--- config.mk ---
export PLATFORM = sky130hd
export DESIGN_NAME = mul_exec_unit
export DESIGN_NICKNAME = d
export VERILOG_FILES = /design/src/rtl/mul_exec_unit.sv
export SDC_FILE = /design/constraint.sdc
export NUM_CORES = 1
export LEC_CHECK = 0
export ABC_AREA = 1
export BUFFER_PORTS_ARGS = -buffer_cell sky130_fd_sc_hd__clkbuf_2
export CORE_MARGIN = 2
export CORE_UTILIZATION = 50
export DETAILED_ROUTE_END_ITERATION = 6
export PLACE_DENSITY = 0.67
export SYNTH_ARGS = -nofsm -noshare
export SYNTH_HDL_FRONTEND = slang
export SYNTH_SLANG_ARGS = --single-unit
export TNS_END_PERCENT = 1
--- constraint.sdc ---
create_clock -name clk -period 8.4 [get_ports clk]
set_input_delay 0.84 -clock clk [delete_from_list [all_inputs] [get_ports clk]]
set_output_delay 0.84 -clock clk [all_outputs]
set_load 0.01 [all_outputs]
--- src/rtl/mul_exec_unit.sv ---
// Iterative radix-2 shift-add multiplier for the execute stage.
// Produces a single-cycle register-bank write-back request per accepted operation.
module mul_exec_unit #(
    parameter int unsigned WIDTH  = 64,
    parameter int unsigned ADDR_W = 5
) (
    input  logic              clk,
    input  logic              rst_n,
    input  logic              start,
    input  logic              op_signed,
    input  logic              op_hi,
    input  logic [ADDR_W-1:0] dest,
    input  logic [WIDTH-1:0]  opA,
    input  logic [WIDTH-1:0]  opB,
    output logic              busy,
    output logic              wb_write,
    output logic [ADDR_W-1:0] wb_addr,
    output logic [WIDTH-1:0]  wb_data
);

    localparam int unsigned CntW = $clog2(WIDTH);

    typedef enum logic [1:0] {StIdle, StRun, StDone} state_e;

    state_e              state_q;
    logic [CntW-1:0]     count_q;
    logic [2*WIDTH-1:0]  acc_q;
    logic [WIDTH-1:0]    mcand_q;
    logic [WIDTH-1:0]    mplier_q;
    logic                neg_q;
    logic                hi_q;
    logic [ADDR_W-1:0]   dest_q;

    logic [WIDTH-1:0]    abs_a;
    logic [WIDTH-1:0]    abs_b;
    logic [WIDTH:0]      sum;
    logic [2*WIDTH-1:0]  prod;

    // Magnitudes; the most-negative value maps onto itself and is read as unsigned 2^(W-1).
    always_comb begin
        abs_a = (op_signed && opA[WIDTH-1]) ? -opA : opA;
        abs_b = (op_signed && opB[WIDTH-1]) ? -opB : opB;
        sum   = {1'b0, acc_q[2*WIDTH-1:WIDTH]} + (mplier_q[0] ? {1'b0, mcand_q} : '0);
        prod  = neg_q ? -acc_q : acc_q;
    end

    always_ff @(posedge clk or negedge rst_n) begin
        if (!rst_n) begin
            state_q  <= StIdle;
            count_q  <= '0;
            acc_q    <= '0;
            mcand_q  <= '0;
            mplier_q <= '0;
            neg_q    <= 1'b0;
            hi_q     <= 1'b0;
            dest_q   <= '0;
            busy     <= 1'b0;
            wb_write <= 1'b0;
            wb_addr  <= '0;
            wb_data  <= '0;
        end else begin
            wb_write <= 1'b0;
            unique case (state_q)
                StIdle: begin
                    if (start) begin
                        mcand_q  <= abs_a;
                        mplier_q <= abs_b;
                        neg_q    <= op_signed & (opA[WIDTH-1] ^ opB[WIDTH-1]);
                        hi_q     <= op_hi;
                        dest_q   <= dest;
                        acc_q    <= '0;
                        count_q  <= '0;
                        busy     <= 1'b1;
                        state_q  <= StRun;
                    end
                end
                StRun: begin
                    // Carry out of the upper-half add lands in the MSB after the shift.
                    acc_q    <= {sum, acc_q[WIDTH-1:1]};
                    mplier_q <= mplier_q >> 1;
                    count_q  <= count_q + CntW'(1);
                    if (count_q == CntW'(WIDTH - 1)) begin
                        state_q <= StDone;
                    end
                end
                StDone: begin
                    wb_data  <= hi_q ? prod[2*WIDTH-1:WIDTH] : prod[WIDTH-1:0];
                    wb_addr  <= dest_q;
                    wb_write <= 1'b1;
                    busy     <= 1'b0;
                    state_q  <= StIdle;
                end
                default: begin
                    state_q <= StIdle;
                    busy    <= 1'b0;
                end
            endcase
        end
    end

endmodule

* Yosys cells after proc, flatten, opt, wreduce, memory -nomap -nowiden *
Index checks and enable logic that the tools add are counted.

word-level totals
  bits in registers = 342
  input port bits = 138
  output and inout port bits = 71
  word-level logic and storage cells = 50

cells by class
  add/subtract/negate cells = 5
  equal/unequal tests = 5
  multiplexer cells = 17
  bitwise logic cells = 3
  reductions and logical operators = 8

operator list
  cell                                                 count
  two-way mux 64 bit                                   5
  two-way mux 128 bit                                  2
  one-hot mux 128 bit (2 select lines)                 1
  negator 128 bit                                      1
  negator 64 bit                                       2
  one-hot mux 64 bit (2 select lines)                  1
  adder 64 x 64 -> 65 bit                              1
  one-hot mux 6 bit (2 select lines)                   1
  AND reduction 2 bit                                  4
  adder 6 x 1 -> 6 bit, second input constant          1
  equality test 6 bit, second input constant           1
  two-way mux 6 bit                                    1
  two-way mux 2 bit                                    2
  != test 2 bit, second input constant                 2
  one-hot mux 2 bit (2 select lines)                   1
  equality test 2 x 1 -> 1 bit, second input constant  1
  equality test 2 bit, second input constant           1
  logical AND 1 bit                                    2
  logical NOT 2 bit                                    1
  two-way mux 1 bit                                    2
  one-hot mux 1 bit (2 select lines)                   1
  nonzero test 2 bit                                   1
  bitwise AND 1 bit                                    1
  NOT 1 bit                                            1
  bitwise XOR 1 bit                                    1

* Logic depth before layout (Yosys ltp) *
Gate-level depths: netlist of the first run.

  word-level depth = 4
  mapped depth = 21

* Worst setup path after synthesis of the first run *
OpenSTA, ideal clock, no wires.

  path kind = flip-flop to flip-flop
  start point = register mplier_q[0]
  end point = register acc_q[111]
  data arrival time = 2.565 ns
  data required time = 8.282 ns
  path slack = 5.717 ns
  stages on the path, launching flop included = 22
  path buffers = 2
  period minus slack after synthesis = 2.683 ns
  cells stage by stage = dfrtp_1 > clkbuf_1 > clkbuf_1 > nand2_1 > inv_1 > ha_1 > inv_1 > fa_1 > inv_1 > nand2_1 > o21ai_2 > nand2_1 > nand2_1 > nand2_1 > nand2_1 > nand2_1 > nand2_1 > nand2_1 > nand2_1 > nand2_1 > nand3_1 > nand2_1

on the way
  cells in the longest elaborated chain, start to end = 3

RTL lines
  item                                  RTL line  text
  start: declaration                    29        logic [WIDTH-1:0] mplier_q;
  start signal: assignment              67        mplier_q <= abs_b;
  start signal: assignment              80        mplier_q <= mplier_q >> 1;
  two-way mux 64 bit                    43        sum = {1'b0, acc_q[2*WIDTH-1:WIDTH]} + (mplier_q[0] ? {1'b0, mcand_q} : '0);
  adder 64 x 64 -> 65 bit               43
  one-hot mux 128 bit (2 select lines)  63        unique case (state_q)
  end signal: assignment                79        acc_q <= {sum, acc_q[WIDTH-1:1]};
  end: declaration                      27        logic [2*WIDTH-1:0] acc_q;

Every way passes these cells.
A chain may end at the register's enable or synchronous reset.

* Worst setup path in the final report of the first run *
  start point = register mplier_q[0]
  end point = register acc_q[123]

The elaborated chain is that of the path after synthesis.

==> results.py, run 1 <==
metrics = {
    "timing": {
        "fin_crit_sh": 0.393,
        "skew_ps": 30.2,
        "fin_setup_tns_ps": 0,
        "report.final.hold_viol_count": 0,
        "period_needed_ps": 3300,
        "setup_viol": 0,
        "max_clock_freq_ghz": 0.303,
        "worstMarginPinSlew_ps": 1200,
        "slew_headroom": 0.203,
        "drv_slew": 0,
        "rsz0062_at_grt": "false",
    },
    "grt": {
        "antenna_found_initial": 0,
        "grt_pass1_wl_um": 161000,
        "track_usage": 0.364,
        "grt_max_degree": 137,
        "first_global_vias": 28258,
        "grt_remaining_overflow": 0,
    },
    "logic_synthesis": {
        "synth_area_um2": 27800,
        "ys.flop_type": "dfrtp_1",
        "netlist.area_leader.share": 0.308,
        "synth_edf_count": 0,
        "ys_seq_area_frac": 0.308,
        "async_reset_ff_frac": 1.00,
        "synthTopCellsByArea": "dfrtp_1, nand2_1, nor2_1",
        "yosysWarnings": 0,
        "syn_area_per_cell_um2": 6.14,
        "ys_seq_elements": 342,
        "synth.distinct_cells": 52,
        "synth_top_cells_by_count": "nand2_1, nor2_1, inv_1",
        "syn-instance-count": 4533,
        "synth_nets": 4740,
        "synth.largest_area_cell": "dfrtp_1",
        "synth.most_common_cell": "nand2_1",
    },
    "placement": {
        "place.gp.congestion": 1.03,
        "dp_hpwl_um": 81700,
        "port_buffers": 208,
    },
    "cts": {
        "path_clk_slew_ps": 60,
        "clk_latency_ps": 600,
        "root_buffer": "clkbuf_16",
        "cts_setup_buffers": 0,
        "clock_sinks": 342,
        "post_cts_resized": 0,
        "cts_max_path_buffers": 3,
        "hold_buffers": 0,
        "htree_levels": 2,
        "cts_made_buffers": 42,
        "cts_tree": "done",
    },
    "drt": {
        "first_iter_violations": 3086,
        "routed_wl_um": 105000,
        "vias_per_cell": 5.58,
        "drcViolationCount": 2,
        "post_drt_wl_per_cell_um": 19.3,
        "ant_nets": 0,
        "first_pass_iters": 7,
        "vias": 30417,
    },
    "critical_path": {
        "cp.arrival_ps": 3780,
        "worst_path_largest_cell_delay_ps": 1020,
        "required_ps": 8880,
        "worstPathCellList": "nand2_1, inv_1, ha_1, inv_1, fa_1, inv_1, nand2_1, o21ai_2, nand2_1, nand2_1, nand2_1, nand2_1, nand2_1, nand2_1, nand2_1, nand2_1, nand2_1, nand3_1, nand2_1",
        "regToRegSetupSlack_ps": 5100,
        "worst-path-buf-inv": 3,
        "cp_common_cell": "nand2_1",
        "setup.worst_path.start_class": "register",
        "cp.depth": 19,
        "worstSetupPathType": "register to register",
        "crit_slowest_cell": "dfrtp_2",
        "crit_fanout": 65,
        "worst-r2r-cell-count": 19,
        "end_kind": "register",
        "cp_top_family": "simple AND/OR/NAND/NOR gates",
    },
    "power_and_ir_drop": {
        "p_leak_nw": 15.8,
        "vdd_drop_max_mv": 0.229,
        "power_per_cell_area_nw_per_um2": 411,
        "switching_share": 0.543,
        "internal_power_mw": 5.81,
        "clkPwrFrac": 0.151,
        "p_sw_mw": 6.90,
        "seq_power_share": 0.251,
        "combPwrFrac": 0.598,
    },
    "cells_and_area": {
        "antennaDiodeCount": 0,
        "nNetsFinal": 4879,
        "drive_gt1_frac": 0.0868,
        "areaGrowthSynthToFinish_pct": 11.1,
        "final_core_util": 0.561,
    },
    "floorplanning": {
        "num_rows": 86,
        "start_util": 0.505,
        "core_um2": 55100,
        "die_x_um": 240,
        "die-area_um2": 57500,
        "ios": 209,
        "die_h_um": 240,
    },
    "job": {
        "max_cap_viol_count": 0,
    },
    "worst_hold_path": {
        "hp-class": "primary input to async pin",
    },
    "run_status": {
        "violations": "DRC",
        "outcome": "complete, but fails checks",
    },
}
[stage by stage]
stage / cell area [µm²] / hold WS [ps] / power, mW / setup slack (ps) / instances
4_1_cts: 30900 / 232 / 12.5 / 5090 / 5451
5_1_grt: 30900 / 271 / 13.7 / 4620 / 5451
2_1_floorplan: 27800 / 442 / 8.16 / 5720 / 4533
6_report: 30900 / 225 / 12.7 / 5100 / 5451
3_5_place_dp: 29500 / 459 / 10.5 / 4890 / 5376
3_3_place_gp: 29500 / 456 / 10.5 / 4960 / 5376
[worst paths after layout]
kind,startpoint,end
setup / recovery,mplier_q[0],acc_q[123]
max in group asynchronous,rst_n,acc_q[120]
setup reg to reg,mplier_q[0],acc_q[123]
hold reg to reg,wb_addr[2],wb_addr[2]
min in group clk,dest[2],dest_q[2]
hold / removal,rst_n,wb_data[0]
[routing by layer]
metal  share of wire  global-route usage
met2            0.44               0.566
met3           0.077              0.0510
met1            0.43               0.499
met5               0                   0
met4           0.056               0.177
[sequential cells by signal (all words and copies together), names as in the netlist]
register	cells
acc_q	128
busy	1
count_q	6
dest_q	5
hi_q	1
mcand_q	64
mplier_q	64
neg_q	1
state_q	2
wb_addr	5
wb_data	64
wb_write	1
[layout make-up]
class / instances / area [µm²]
multi-input cells: 3462 / 16500
clock buffers: 61 / 1240
fillers: 5857 / 24200
repair buffers: 229 / 1220
well taps: 748 / 936
flip-flops and latches: 342 / 8560
inverters: 595 / 2230
clock inverters: 14 / 189
[power by group through the flow]
stage,logic (mW),registers [mW],clock network (mW)
6_report,7.59,3.19,1.92
5_1_grt,8.45,3.26,2.00
4_1_cts,7.42,3.15,1.94
3_5_place_dp,7.38,3.17,0
3_3_place_gp,7.32,3.16,0
2_1_floorplan,5.36,2.80,0
[layout by cell type, fill, tap and decap left out, drive strengths merged, types with 6 or more instances in the layout]
| cell type | instances |
|---|---|
| nor2 | 700 |
| nor3 | 35 |
| a21oi | 232 |
| o21bai | 9 |
| nand4 | 75 |
| o31ai | 6 |
| xnor2 | 17 |
| nand3 | 386 |
| buf | 22 |
| dfrtp | 342 |
| xor2 | 56 |
| clkbuf | 268 |
| nor4 | 8 |
| nand2 | 1346 |
| nand3b | 13 |
| o22ai | 72 |
| ha | 68 |
| a22oi | 56 |
| or2 | 9 |
| inv | 593 |
| o21ai | 320 |
| clkinv | 9 |
| and2 | 6 |
| a31oi | 31 |
[logic make-up after synthesis]
logic type               after synthesis  share of synthesized area
buffers and inverters                729                     0.0996
flip-flops                           342                      0.308
AND/OR/NAND/NOR                     2580                      0.391
adder cells (fa/ha/maj)               69                     0.0313
XOR/XNOR                              73                     0.0230
AO/OA/AOI/OAI                        740                      0.148
Power figures use the tool's default switching activity.
==> run 2, diff against run 1 <==
- PLACE_DENSITY: 0.67 -> 0.7
- clock period: 8.4 -> 2.71 ns (I/O delays scaled with it)
==> run 2 against run 1 <==
Compared with the run above:
- fmax rose by 25%
- sequential cell count did not move
- wire length rose by 5.0%
- largest power group unchanged
- clock-buffer cell count fell by 10
- combinational power rose to 3.4 times the previous value
- critical path depth fell by 5
- total power rose to 3.3 times the previous value
- the run now ends clean
- largest cell class unchanged
- utilization rose by 2.8 points
- global-route usage rose by 1.5 points
- clock power rose to 3.2 times the previous value
==> results.py, run 2 (same netlist as run 1, synthesis figures left out) <==
metrics = {
    "critical_path": {
        "end_kind": "register",
        "cp_common_cell": "nand2_1",
        "cp_top_family": "simple AND/OR/NAND/NOR gates",
        "worst-path-buf-inv": 2,
        "worst_path_largest_cell_delay_ps": 510,
        "worstPathCellList": "buf_12, nand2_1, inv_1, ha_2, a21oi_4, o21ai_0, nand2_1, nand3_1, nand2_1, nand3_1, nand2_1, nand3b_1, nand3_1, nand2_1",
        "required_ps": 3170,
        "cp.arrival_ps": 3100,
        "worstSetupPathType": "register to register",
        "crit_slowest_cell": "dfrtp_2",
        "startpoint": "mplier_q[0]",
        "crit_fanout": 24,
        "setup.worst_path.start_class": "register",
        "r2r_start": "mplier_q[0]",
    },
    "floorplanning": {
        "die_x_um": 240,
        "ios": 209,
        "die-area_um2": 57500,
        "core_um2": 55100,
        "num_rows": 86,
        "start_util": 0.505,
        "die_h_um": 240,
    },
    "job": {
        "max_cap_viol_count": 0,
    },
    "timing": {
        "setup_ws_ps": 69.5,
        "drv_slew": 0,
        "report.final.hold_viol_count": 0,
        "skew_ps": 32.7,
        "max_clock_freq_ghz": 0.379,
        "slew_headroom": 0.392,
        "rsz0062_at_grt": "true",
        "worstMarginPinSlew_ps": 912,
        "fin_setup_tns_ps": 0,
        "period_needed_ps": 2640,
        "setup_viol": 0,
        "fin_crit_sh": 0.974,
    },
    "cts": {
        "cts_max_path_buffers": 3,
        "clock_sinks": 342,
        "clk_latency_ps": 590,
        "htree_levels": 2,
        "path_clk_slew_ps": 60,
        "cts_tree": "done",
        "cts_made_buffers": 41,
        "root_buffer": "clkbuf_16",
    },
    "worst_hold_path": {
        "hp-class": "primary input to register",
        "min_from": "opB[36]",
    },
    "grt": {
        "grt_remaining_overflow": 0,
        "first_global_vias": 28778,
        "track_usage": 0.379,
        "grt_pass1_wl_um": 167000,
        "antenna_found_initial": 1,
        "grt_max_degree": 102,
    },
    "cells_and_area": {
        "areaGrowthSynthToFinish_pct": 16.6,
        "final_cell_mix": "nand2_1, nor2_1, inv_1, nand3_1, dfrtp_1",
        "layout_commonest_cell": "nand2_1",
        "regMostFlops": "acc_q",
        "largest_register_ffs": 128,
        "nNetsFinal": 4993,
        "drive_gt1_frac": 0.122,
        "n_fill_cell": 5733,
    },
    "drt": {
        "first_iter_violations": 2809,
        "first_pass_iters": 6,
        "ant_nets": 0,
        "vias": 31162,
        "routed_wl_um": 110000,
        "drcViolationCount": 0,
        "vias_per_cell": 5.60,
        "post_drt_wl_per_cell_um": 19.8,
    },
    "power_and_ir_drop": {
        "power_per_cell_area_nw_per_um2": 1290,
        "vdd_drop_max_mv": 0.665,
        "p_leak_nw": 16.5,
    },
    "run_status": {
        "outcome": "complete, no violations",
    },
    "placement": {
        "port_buffers": 208,
        "dp_hpwl_um": 87200,
        "place.gp.congestion": 1.05,
        "dp_slack_ps": -103,
    },
}
[run 2: cell type report]
type	instances	area, µm²	area share
antenna	1	2.50	0.0000771
clock buffer	51	1150	0.0353
clock inverter	25	318	0.00980
inverter	595	2230	0.0689
multi-input combinational	3462	16900	0.520
sequential	342	8560	0.264
tap	748	936	0.0288
timing repair buffer	344	2380	0.0735
[run 2: layer usage]
metal	wire, µm	GRT usage	vias to the layer above	share of wire
met3	7830	0.0455	253	0.071
met5	0	0	-	0
met2	48200	0.589	1290	0.44
met4	6930	0.211	0	0.063
li1	-	-	15186	-
met1	47300	0.513	14433	0.43
[run 2: report_power, final]
part | internal [mW] | switching (mW)
logic | 8.37 | 17.6
clock network | 3.61 | 2.44
registers | 7.28 | 2.41
[run 2: path summary, 6_finish.rpt]
kind,end,slack [ps],depth (start not counted)
max in group asynchronous,mplier_q[42],1540,3
min in group asynchronous,acc_q[23],310,2
max,acc_q[121],70,14
min reg2reg,state_q[0],450,1
min,mplier_q[36],20,3
max reg2reg,acc_q[121],70,14
[run 2: stage by stage]
step           area, µm²  hold WS (ps)  total power, mW  cells  utilization
6_report           32400          17.5             41.7   5568        0.589
5_1_grt            32400          38.9             44.7   5567        0.589
4_1_cts            32100          4.87             40.3   5565        0.582
3_5_place_dp       30300           345             34.1   5458        0.550
3_3_place_gp       30300           340             33.9   5458        0.550
2_1_floorplan      27800         -24.6             25.3   4533            -
[run 2: worst min-delay path, stage by stage]
cell and delay [ps]:
clkbuf_2 100, xor2_1 60, o21ai_0 120
[run 2: repair_timing]
| item | 4_1_cts | 5_1_grt |
|---|---|---|
| hold endpoints to repair | 99 | 0 |
| hold buffers | 31 | 0 |
| cloned | 0 | 1 |
| pin swaps | 0 | 5 |
| gates resized for setup | 2 | 113 |
| setup buffers | 0 | 1 |
| setup endpoints to repair | 3 | 49 |
